`src/rtl/paddle_controller_pkg.sv`:
```
// Shared breakout constants: screen/paddle geometry, BBGGRR colours,
// paddle FSM state and button-request types.
package paddle_controller_pkg;

    localparam int BRK_SCREEN_WIDTH = 640;
    localparam int BRK_PADDLE_WIDTH = 99;
    localparam int BRK_START_X      = 320;

    // Colours are packed as {BB, GG, RR}.
    localparam logic [5:0] COL_BLACK = 6'b00_00_00;
    localparam logic [5:0] COL_WHITE = 6'b11_11_11;
    localparam logic [5:0] COL_RED   = 6'b00_00_11;
    localparam logic [5:0] COL_GREEN = 6'b00_11_00;
    localparam logic [5:0] COL_BLUE  = 6'b11_00_00;

    typedef enum logic {
        ST_IDLE   = 1'b0,
        ST_MOVING = 1'b1
    } state_t;

    typedef enum logic [1:0] {
        REQ_NONE  = 2'd0,
        REQ_LEFT  = 2'd1,
        REQ_RIGHT = 2'd2
    } req_t;

    // Both buttons together cancel out, the same as neither.
    function automatic req_t decode_req(input logic left, input logic right);
        if (left && !right) begin
            return REQ_LEFT;
        end else if (right && !left) begin
            return REQ_RIGHT;
        end else begin
            return REQ_NONE;
        end
    endfunction

endpackage

```
`src/rtl/paddle_controller_btn_conditioner.sv`:
```
// Button conditioner: 2-flop synchronizer for a raw asynchronous button,
// followed by a 16-cycle debounce filter when PADDLE_DEBOUNCE_EN is defined.
module btn_conditioner (
    input  logic clk,
    input  logic rst_n,
    input  logic btn_i,
    output logic level_o
);

    logic [1:0] sync_q;

    // Two-stage synchronizer into the clk domain.
    always_ff @(posedge clk or negedge rst_n) begin
        if (!rst_n) begin
            sync_q <= 2'b00;
        end else begin
            sync_q <= {sync_q[0], btn_i};
        end
    end

`ifdef PADDLE_DEBOUNCE_EN
    logic       db_level_q;
    logic [3:0] db_cnt_q;

    // Accept a new level only after it has been seen for 16 consecutive cycles;
    // any cycle back at the old level restarts the count.
    always_ff @(posedge clk or negedge rst_n) begin
        if (!rst_n) begin
            db_level_q <= 1'b0;
            db_cnt_q   <= 4'd0;
        end else if (sync_q[1] != db_level_q) begin
            if (db_cnt_q == 4'd15) begin
                db_level_q <= sync_q[1];
                db_cnt_q   <= 4'd0;
            end else begin
                db_cnt_q <= db_cnt_q + 4'd1;
            end
        end else begin
            db_cnt_q <= 4'd0;
        end
    end

    assign level_o = db_level_q;
`else
    assign level_o = sync_q[1];
`endif

endmodule

```
`src/rtl/paddle_controller.sv`:
```
// Breakout paddle controller: per-frame movement with acceleration, wall
// clamping and recentre. Define PADDLE_DEBOUNCE_EN to debounce the buttons.
module paddle_controller
    import paddle_controller_pkg::*;
#(
    parameter int PADDLE_WIDTH = BRK_PADDLE_WIDTH,
    parameter int SCREEN_WIDTH = BRK_SCREEN_WIDTH,
    parameter int START_X      = BRK_START_X,
    parameter int MAX_SPEED    = 8,
    parameter int ACCEL_FRAMES = 4
) (
    input  logic       clk,
    input  logic       rst_n,
    input  logic       btn_left,
    input  logic       btn_right,
    input  logic       frame_tick,
    input  logic       recentre,
    output logic [9:0] x,
    output logic       moving,
    output logic       at_wall
);

    // Drawn span is [x - XMIN, x + (PADDLE_WIDTH+1)/2), kept fully on screen.
    localparam int XMIN  = PADDLE_WIDTH / 2;
    localparam int XMAX  = SCREEN_WIDTH - (PADDLE_WIDTH + 1) / 2;
    localparam int CNT_W = (ACCEL_FRAMES > 1) ? $clog2(ACCEL_FRAMES) : 1;

    localparam logic        [9:0]  XMIN_V  = 10'(XMIN);
    localparam logic        [9:0]  XMAX_V  = 10'(XMAX);
    localparam logic        [9:0]  START_V = 10'(START_X);
    localparam logic signed [10:0] XMIN_S  = 11'(XMIN);
    localparam logic signed [10:0] XMAX_S  = 11'(XMAX);
    localparam logic        [CNT_W-1:0] CNT_LAST = CNT_W'(ACCEL_FRAMES - 1);
    localparam logic        [3:0]  SPD_MAX = 4'(MAX_SPEED);

    logic left_lvl, right_lvl;
    req_t req;

    btn_conditioner u_cond_left (
        .clk     (clk),
        .rst_n   (rst_n),
        .btn_i   (btn_left),
        .level_o (left_lvl)
    );

    btn_conditioner u_cond_right (
        .clk     (clk),
        .rst_n   (rst_n),
        .btn_i   (btn_right),
        .level_o (right_lvl)
    );

    assign req = decode_req(left_lvl, right_lvl);

    state_t                 state_q, state_d;
    logic                   dir_q, dir_d;          // 0 = left, 1 = right
    logic       [3:0]       speed_q, speed_d;
    logic       [CNT_W-1:0] cnt_q, cnt_d;
    logic       [9:0]       x_q, x_d;
    logic                   moving_q, at_wall_q;
    logic                   do_move;
    logic signed [10:0]     x_sum;

    // State, motion registers and registered outputs.
    always_ff @(posedge clk or negedge rst_n) begin
        if (!rst_n) begin
            state_q   <= ST_IDLE;
            dir_q     <= 1'b0;
            speed_q   <= 4'd0;
            cnt_q     <= '0;
            x_q       <= START_V;
            moving_q  <= 1'b0;
            at_wall_q <= 1'b0;
        end else begin
            state_q   <= state_d;
            dir_q     <= dir_d;
            speed_q   <= speed_d;
            cnt_q     <= cnt_d;
            x_q       <= x_d;
            moving_q  <= (state_d == ST_MOVING);
            at_wall_q <= (x_d == XMIN_V) || (x_d == XMAX_V);
        end
    end

    // Next-state: recentre wins; otherwise act only on frame ticks, then
    // apply the move with clamping (a clamped move restarts acceleration).
    always_comb begin
        state_d = state_q;
        dir_d   = dir_q;
        speed_d = speed_q;
        cnt_d   = cnt_q;
        x_d     = x_q;
        do_move = 1'b0;
        x_sum   = '0;

        if (recentre) begin
            state_d = ST_IDLE;
            speed_d = 4'd0;
            cnt_d   = '0;
            x_d     = START_V;
        end else if (frame_tick) begin
            case (state_q)
                ST_IDLE: begin
                    if (req != REQ_NONE) begin
                        state_d = ST_MOVING;
                        dir_d   = (req == REQ_RIGHT);
                        speed_d = 4'd1;
                        cnt_d   = '0;
                        do_move = 1'b1;
                    end else begin
                        speed_d = 4'd0;
                    end
                end
                ST_MOVING: begin
                    if (req == REQ_NONE) begin
                        state_d = ST_IDLE;
                        speed_d = 4'd0;
                        cnt_d   = '0;
                    end else if ((req == REQ_RIGHT) == dir_q) begin
                        // Counter cycles 0..ACCEL_FRAMES-1; arriving at the
                        // last value bumps the speed.
                        cnt_d = (cnt_q == CNT_LAST) ? '0 : cnt_q + CNT_W'(1);
                        if ((cnt_d == CNT_LAST) && (speed_q < SPD_MAX)) begin
                            speed_d = speed_q + 4'd1;
                        end
                        do_move = 1'b1;
                    end else begin
                        dir_d   = ~dir_q;
                        speed_d = 4'd1;
                        cnt_d   = '0;
                        do_move = 1'b1;
                    end
                end
                default: begin
                    state_d = ST_IDLE;
                end
            endcase

            if (do_move) begin
                if (dir_d) begin
                    x_sum = $signed({1'b0, x_q}) + $signed({7'b0, speed_d});
                end else begin
                    x_sum = $signed({1'b0, x_q}) - $signed({7'b0, speed_d});
                end
                if (x_sum < XMIN_S) begin
                    x_d     = XMIN_V;
                    speed_d = 4'd1;
                    cnt_d   = '0;
                end else if (x_sum > XMAX_S) begin
                    x_d     = XMAX_V;
                    speed_d = 4'd1;
                    cnt_d   = '0;
                end else begin
                    x_d = x_sum[9:0];
                end
            end
        end
    end

    assign x       = x_q;
    assign moving  = moving_q;
    assign at_wall = at_wall_q;

endmodule

```
`config.mk`:
```
export PLATFORM = sky130hd
export DESIGN_NAME = paddle_controller
export DESIGN_NICKNAME = d
export VERILOG_FILES = /design/src/rtl/paddle_controller_pkg.sv /design/src/rtl/paddle_controller_btn_conditioner.sv /design/src/rtl/paddle_controller.sv
export SDC_FILE = /design/constraint.sdc
export NUM_CORES = 1
export LEC_CHECK = 0
export ABC_AREA = 1
export CORE_MARGIN = 3
export CORE_UTILIZATION = 58
export DETAILED_ROUTE_END_ITERATION = 10
export GPL_TIMING_DRIVEN = 0
export PLACE_DENSITY = 0.8
export SETUP_SLACK_MARGIN = 0.02
export SYNTH_ARGS = -nofsm -noshare
export SYNTH_HDL_FRONTEND = slang
export SYNTH_HIERARCHICAL = 1
export SYNTH_SLANG_ARGS = --single-unit
```
`constraint.sdc`:
```
create_clock -name clk -period 4.7 [get_ports clk]
set_clock_uncertainty 0.15 [all_clocks]
set_input_delay 0.705 -clock clk [delete_from_list [all_inputs] [get_ports clk]]
set_output_delay 0.705 -clock clk [all_outputs]
set_load 0.05 [all_outputs]
```
==> flow_summary.html <==
<table>
<tr><th>Metric</th><th>Value</th></tr>
<tr><th colspan="2">Pwr</th></tr>
<tr><td>Internal power consumption</td><td>0.000387 W</td></tr>
<tr><td>Clock share of power</td><td>12.6%</td></tr>
<tr><td>Pwr dens</td><td>326 nW/um^2</td></tr>
<tr><td>Switching power share of the total</td><td>48.6%</td></tr>
<tr><td>Comb power frac</td><td>56.3%</td></tr>
<tr><td>VDD IR max</td><td>0.000249 V</td></tr>
<tr><td>Leakage power</td><td>roughly 1.3 nW</td></tr>
<tr><td>Sequential power share</td><td>a little under a third</td></tr>
<tr><td>Switching pwr</td><td>0.000366 W</td></tr>
<tr><td>Overall power consumption</td><td>0.000753 W</td></tr>
<tr><th colspan="2">STA</th></tr>
<tr><td>Final hold violations</td><td>0</td></tr>
<tr><td>Final min period</td><td>4.16 ns</td></tr>
<tr><td>Period Utilization, post-route</td><td>88.6%</td></tr>
<tr><td>RSZ-0062 raised after global routing</td><td>no</td></tr>
<tr><td>Slew of the pin with the lowest slew margin</td><td>between 0.9 and 1 ns</td></tr>
<tr><td>FMAX</td><td>240 MHz</td></tr>
<tr><td>Total setup violations reported at the end of the flow</td><td>0</td></tr>
<tr><td>Count of pins over their slew limit</td><td>0</td></tr>
<tr><td>Slew margin rel.</td><td>33.4%</td></tr>
<tr><td>Final setup TNS</td><td>0 ns</td></tr>
<tr><td>Worst hold slack</td><td>approximately 0.22 ns</td></tr>
<tr><th colspan="2">Hold path</th></tr>
<tr><td>Worst hold-check path type</td><td>reg2reg</td></tr>
<tr><th colspan="2">Floorplan</th></tr>
<tr><td>Area enclosed by the die boundary</td><td>4290 um^2</td></tr>
<tr><td>Floorplan die height</td><td>65.5 um</td></tr>
<tr><td>Floorplan core area</td><td>3200 um^2</td></tr>
<tr><td>Ports</td><td>18</td></tr>
<tr><td>FP Rows</td><td>20</td></tr>
<tr><td>Effective utilization at floorplan</td><td>64.0%</td></tr>
<tr><td>Die Width</td><td>65.5 um</td></tr>
<tr><th colspan="2">Yosys</th></tr>
<tr><td>Commonest register cell after synthesis</td><td>sky130_fd_sc_hd__dfrtp_1</td></tr>
<tr><td>Warning count from the yosys run</td><td>6</td></tr>
<tr><td>Count leader, synth</td><td>sky130_fd_sc_hd__nand2_1</td></tr>
<tr><td>Number of synthesized flops with an enable pin</td><td>0</td></tr>
<tr><td>Area contributors post-synth</td><td>sky130_fd_sc_hd__dfrtp_1, sky130_fd_sc_hd__nand2_1, sky130_fd_sc_hd__ha_1</td></tr>
<tr><td>Synth top cells by count</td><td>sky130_fd_sc_hd__nand2_1, sky130_fd_sc_hd__inv_1, sky130_fd_sc_hd__dfrtp_1, sky130_fd_sc_hd__nand3_1, sky130_fd_sc_hd__nor2_1</td></tr>
<tr><td>Post-synthesis cell count</td><td>306</td></tr>
<tr><td>Per-instance average area after synthesis</td><td>6.70 um^2</td></tr>
<tr><td>Synth top area share</td><td>25.6%</td></tr>
<tr><td>Flops &amp; latches, synth</td><td>23</td></tr>
<tr><td>Syn Std Cell Area</td><td>2050 um^2</td></tr>
<tr><td>Post-synth net total</td><td>between 300 and 400</td></tr>
<tr><td>Share of the yosys chip area belonging to registers</td><td>28.2%</td></tr>
<tr><td>Proportion of register bits with asynchronous set or reset after synthesis</td><td>100%</td></tr>
<tr><td>Area leader, netlist</td><td>sky130_fd_sc_hd__dfrtp_1</td></tr>
<tr><td>Post-synth cell types</td><td>33</td></tr>
<tr><th colspan="2">Cells and area</th></tr>
<tr><td>Antenna diode count</td><td>0</td></tr>
<tr><td>Fraction of layout cells with a size suffix above 1</td><td>12.8%</td></tr>
<tr><td># nets final</td><td>around 350</td></tr>
<tr><td>Growth of design area from synthesis to finish</td><td>12.4%</td></tr>
<tr><th colspan="2">Global route</th></tr>
<tr><td>First-pass GRT wire length</td><td>7710 um</td></tr>
<tr><td>All-Layer GR Usage</td><td>23.0%</td></tr>
<tr><td>Maximum number of pins on one net before global-route repair</td><td>24</td></tr>
<tr><td>Number of global-route vias before repair</td><td>1693</td></tr>
<tr><td>Antenna violations before repair</td><td>0</td></tr>
<tr><td>Total overflow reported by the global router</td><td>0</td></tr>
<tr><th colspan="2">Setup path</th></tr>
<tr><td>Crit Path Max Fanout</td><td>8</td></tr>
<tr><td>Data arrival at the endpoint of the critical path</td><td>approximately 4.2 ns</td></tr>
<tr><td>Required time of the worst setup path</td><td>approximately 4.8 ns</td></tr>
<tr><td>Kind of start point of the critical path</td><td>register</td></tr>
<tr><td>Crit end category</td><td>register</td></tr>
<tr><td>Critical path class</td><td>reg2reg</td></tr>
<tr><th colspan="2">Clocking</th></tr>
<tr><td>Clock transition at the register clock pins on the worst setup and hold paths after CTS</td><td>around 0.14 ns</td></tr>
<tr><td>Inserted Clock Buffers</td><td>3</td></tr>
<tr><td>Depth of the CTS H-tree</td><td>1</td></tr>
<tr><td>Buffer levels on the longest clock path</td><td>2</td></tr>
<tr><td>Clk sinks</td><td>23</td></tr>
<tr><td>TritonCTS clock tree</td><td>built</td></tr>
<tr><td>Clock root buffer</td><td>sky130_fd_sc_hd__clkbuf_4</td></tr>
<tr><td>Hold Buf Count CTS</td><td>0</td></tr>
<tr><td>Clock latency reported for the late side of the worst-skew pair</td><td>~0.32 ns</td></tr>
<tr><th colspan="2">Placement</th></tr>
<tr><td>Routability congestion estimate</td><td>0.886</td></tr>
<tr><td>Number of input and output port buffers inserted</td><td>17</td></tr>
<tr><td>Detailed-placement wirelength estimate</td><td>3690 um</td></tr>
<tr><th colspan="2">Detailed routing</th></tr>
<tr><td>Detail Route Antenna Nets</td><td>0</td></tr>
<tr><td>Post-route DRC</td><td>0</td></tr>
<tr><td>Vias per std cell</td><td>5.11</td></tr>
<tr><td>Detailed Route Iter0 Violations</td><td>around 160</td></tr>
<tr><td>DRT Wirelength</td><td>4430 um</td></tr>
<tr><td>DR vias</td><td>1895</td></tr>
<tr><td>Per-cell routed wire length</td><td>12.0 um</td></tr>
<tr><td>Total iterations of the first detailed-routing run</td><td>5</td></tr>
<tr><th colspan="2">Outcome</th></tr>
<tr><td>Result of the run</td><td>completed</td></tr>
<tr><th colspan="2">Run</th></tr>
<tr><td>Max-cap check violation count</td><td>0</td></tr>
</table>
-- metrics by stage --
step / utilization [%] / setup WS [ns] / cell area (um^2) / cells
2_1_floorplan: - / 1.04 / 2050 / 306
4_1_cts: 72.0 / 0.399 / 2310 / 371
3_5_place_dp: 71.1 / 0.471 / 2280 / 367
6_report: 72.0 / 0.538 / 2310 / 371
3_3_place_gp: 71.1 / 0.521 / 2280 / 367
5_1_grt: 72.0 / 0.0951 / 2310 / 371
-- layout make-up --
class | count | area (um^2)
Sequential cell | 23 | 578
Clock buffer | 3 | 22.5
Buffer | 1 | 3.75
Multi-Input combinational cell | 226 | 1260
Tap cell | 44 | 55.1
Timing Repair Buffer | 17 | 170
Clock inverter | 1 | 7.51
Fill cell | 288 | 897
Inverter | 56 | 210
-- power groups by stage --
stage | sequential (W) | combinational (W) | clock, W
4_1_cts | 0.000233 | 0.000424 | 0.0000971
2_1_floorplan | 0.000272 | 0.000291 | 0
6_report | 0.000234 | 0.000424 | 0.0000949
3_3_place_gp | 0.000236 | 0.000415 | 0
3_5_place_dp | 0.000237 | 0.000420 | 0
5_1_grt | 0.000236 | 0.000483 | 0.000105
-- cells by family (layout without fill, tap and decap cells) --
| kind of cell | Yosys count | count (layout) | share of synthesized area (%) |
|---|---|---|---|
| xor gates and xnor gates | 5 | 5 | 2.14 |
| and+or+nand+nor | 172 | 172 | 40.3 |
| buffers and inverters | 57 | 78 | 10.4 |
| DFF | 23 | 23 | 28.2 |
| AOI/OAI and AO/OA | 34 | 34 | 9.40 |
| adders and majority gates | 15 | 15 | 9.52 |
-- placed cells by master (no fill, tap or decap), types with 6 or more instances in the layout --
| master | instances |
|---|---|
| sky130_fd_sc_hd__a21oi_1 | 6 |
| sky130_fd_sc_hd__clkdlybuf4s50_1 | 17 |
| sky130_fd_sc_hd__dfrtp_1 | 21 |
| sky130_fd_sc_hd__ha_1 | 14 |
| sky130_fd_sc_hd__inv_1 | 46 |
| sky130_fd_sc_hd__inv_2 | 9 |
| sky130_fd_sc_hd__nand2_1 | 96 |
| sky130_fd_sc_hd__nand2_2 | 9 |
| sky130_fd_sc_hd__nand3_1 | 21 |
| sky130_fd_sc_hd__nor2_1 | 20 |
| sky130_fd_sc_hd__o21ai_0 | 15 |
-- flip-flops by register name, indices dropped and copies added, names as in the netlist --
register	count
moving	1
u_cond_right/sync_q	2
cnt_q	2
dir_q	1
at_wall	1
x	10
speed_q	4
u_cond_left/sync_q	2
-- layer usage --
| layer | vias to the layer above | part of all wire [%] | global-route usage, % |
|---|---|---|---|
| li1 | 1006 | - | - |
| met2 | 35 | 42 | 35.8 |
| met1 | 847 | 53 | 34.6 |
| met5 | - | 0 | 0 |
| met4 | 0 | 1.2 | 4.66 |
| met3 | 7 | 3.8 | 2.39 |
-- critical path, cell delays in order, from the launching register on --
cell                      delay (ns)
sky130_fd_sc_hd__dfrtp_1        0.42
sky130_fd_sc_hd__inv_1          0.09
sky130_fd_sc_hd__ha_1           0.18
sky130_fd_sc_hd__nand2_1        0.15
sky130_fd_sc_hd__xor2_1         0.18
sky130_fd_sc_hd__o21ai_1        0.20
sky130_fd_sc_hd__ha_1           0.25
sky130_fd_sc_hd__nor2_1         0.08
sky130_fd_sc_hd__xnor2_1        0.21
sky130_fd_sc_hd__ha_1           0.31
sky130_fd_sc_hd__a21oi_1        0.16
sky130_fd_sc_hd__nand2_1        0.10
sky130_fd_sc_hd__a21o_1         0.16
sky130_fd_sc_hd__nand2_1        0.08
sky130_fd_sc_hd__nand2_1        0.09
sky130_fd_sc_hd__nand2_1        0.08
sky130_fd_sc_hd__nand2_1        0.05
sky130_fd_sc_hd__xor2_1         0.16
sky130_fd_sc_hd__nor2_2         0.17
sky130_fd_sc_hd__nand2_2        0.09
sky130_fd_sc_hd__nand2_4        0.11
sky130_fd_sc_hd__nand2_1        0.06
sky130_fd_sc_hd__o21ai_1        0.24
sky130_fd_sc_hd__nor2_1         0.09
sky130_fd_sc_hd__nand3_1        0.09
sky130_fd_sc_hd__nand2_1        0.05
-- repair_timing --
| action | 4_1_cts | 5_1_grt |
|---|---|---|
| hold endpoints to repair | 0 | 0 |
| resized for setup | 0 | 2 |
| setup endpoints to repair | 0 | 1 |
| setup buffers | 0 | 0 |
-- final timing paths --
kind | slack [ns] | startpoint | depth (start not counted) | to
setup / recovery | 0.54 | cnt_q[0]$_DFFE_PN0P_ | 25 | at_wall$_DFF_PN0_
min in group asynchronous | 0.76 | rst_n | 1 | cnt_q[0]$_DFFE_PN0P_
max in group asynchronous | 3.02 | rst_n | 1 | dir_q$_DFFE_PN0P_
hold / removal | 0.22 | u_cond_right/sync_q[0]$_DFF_PN0_ | 0 | u_cond_right/sync_q[1]$_DFF_PN0_
hold reg to reg | 0.22 | u_cond_right/sync_q[0]$_DFF_PN0_ | 0 | u_cond_right/sync_q[1]$_DFF_PN0_
setup reg to reg | 0.54 | cnt_q[0]$_DFFE_PN0P_ | 25 | at_wall$_DFF_PN0_
(Power assumes the default switching activity.)
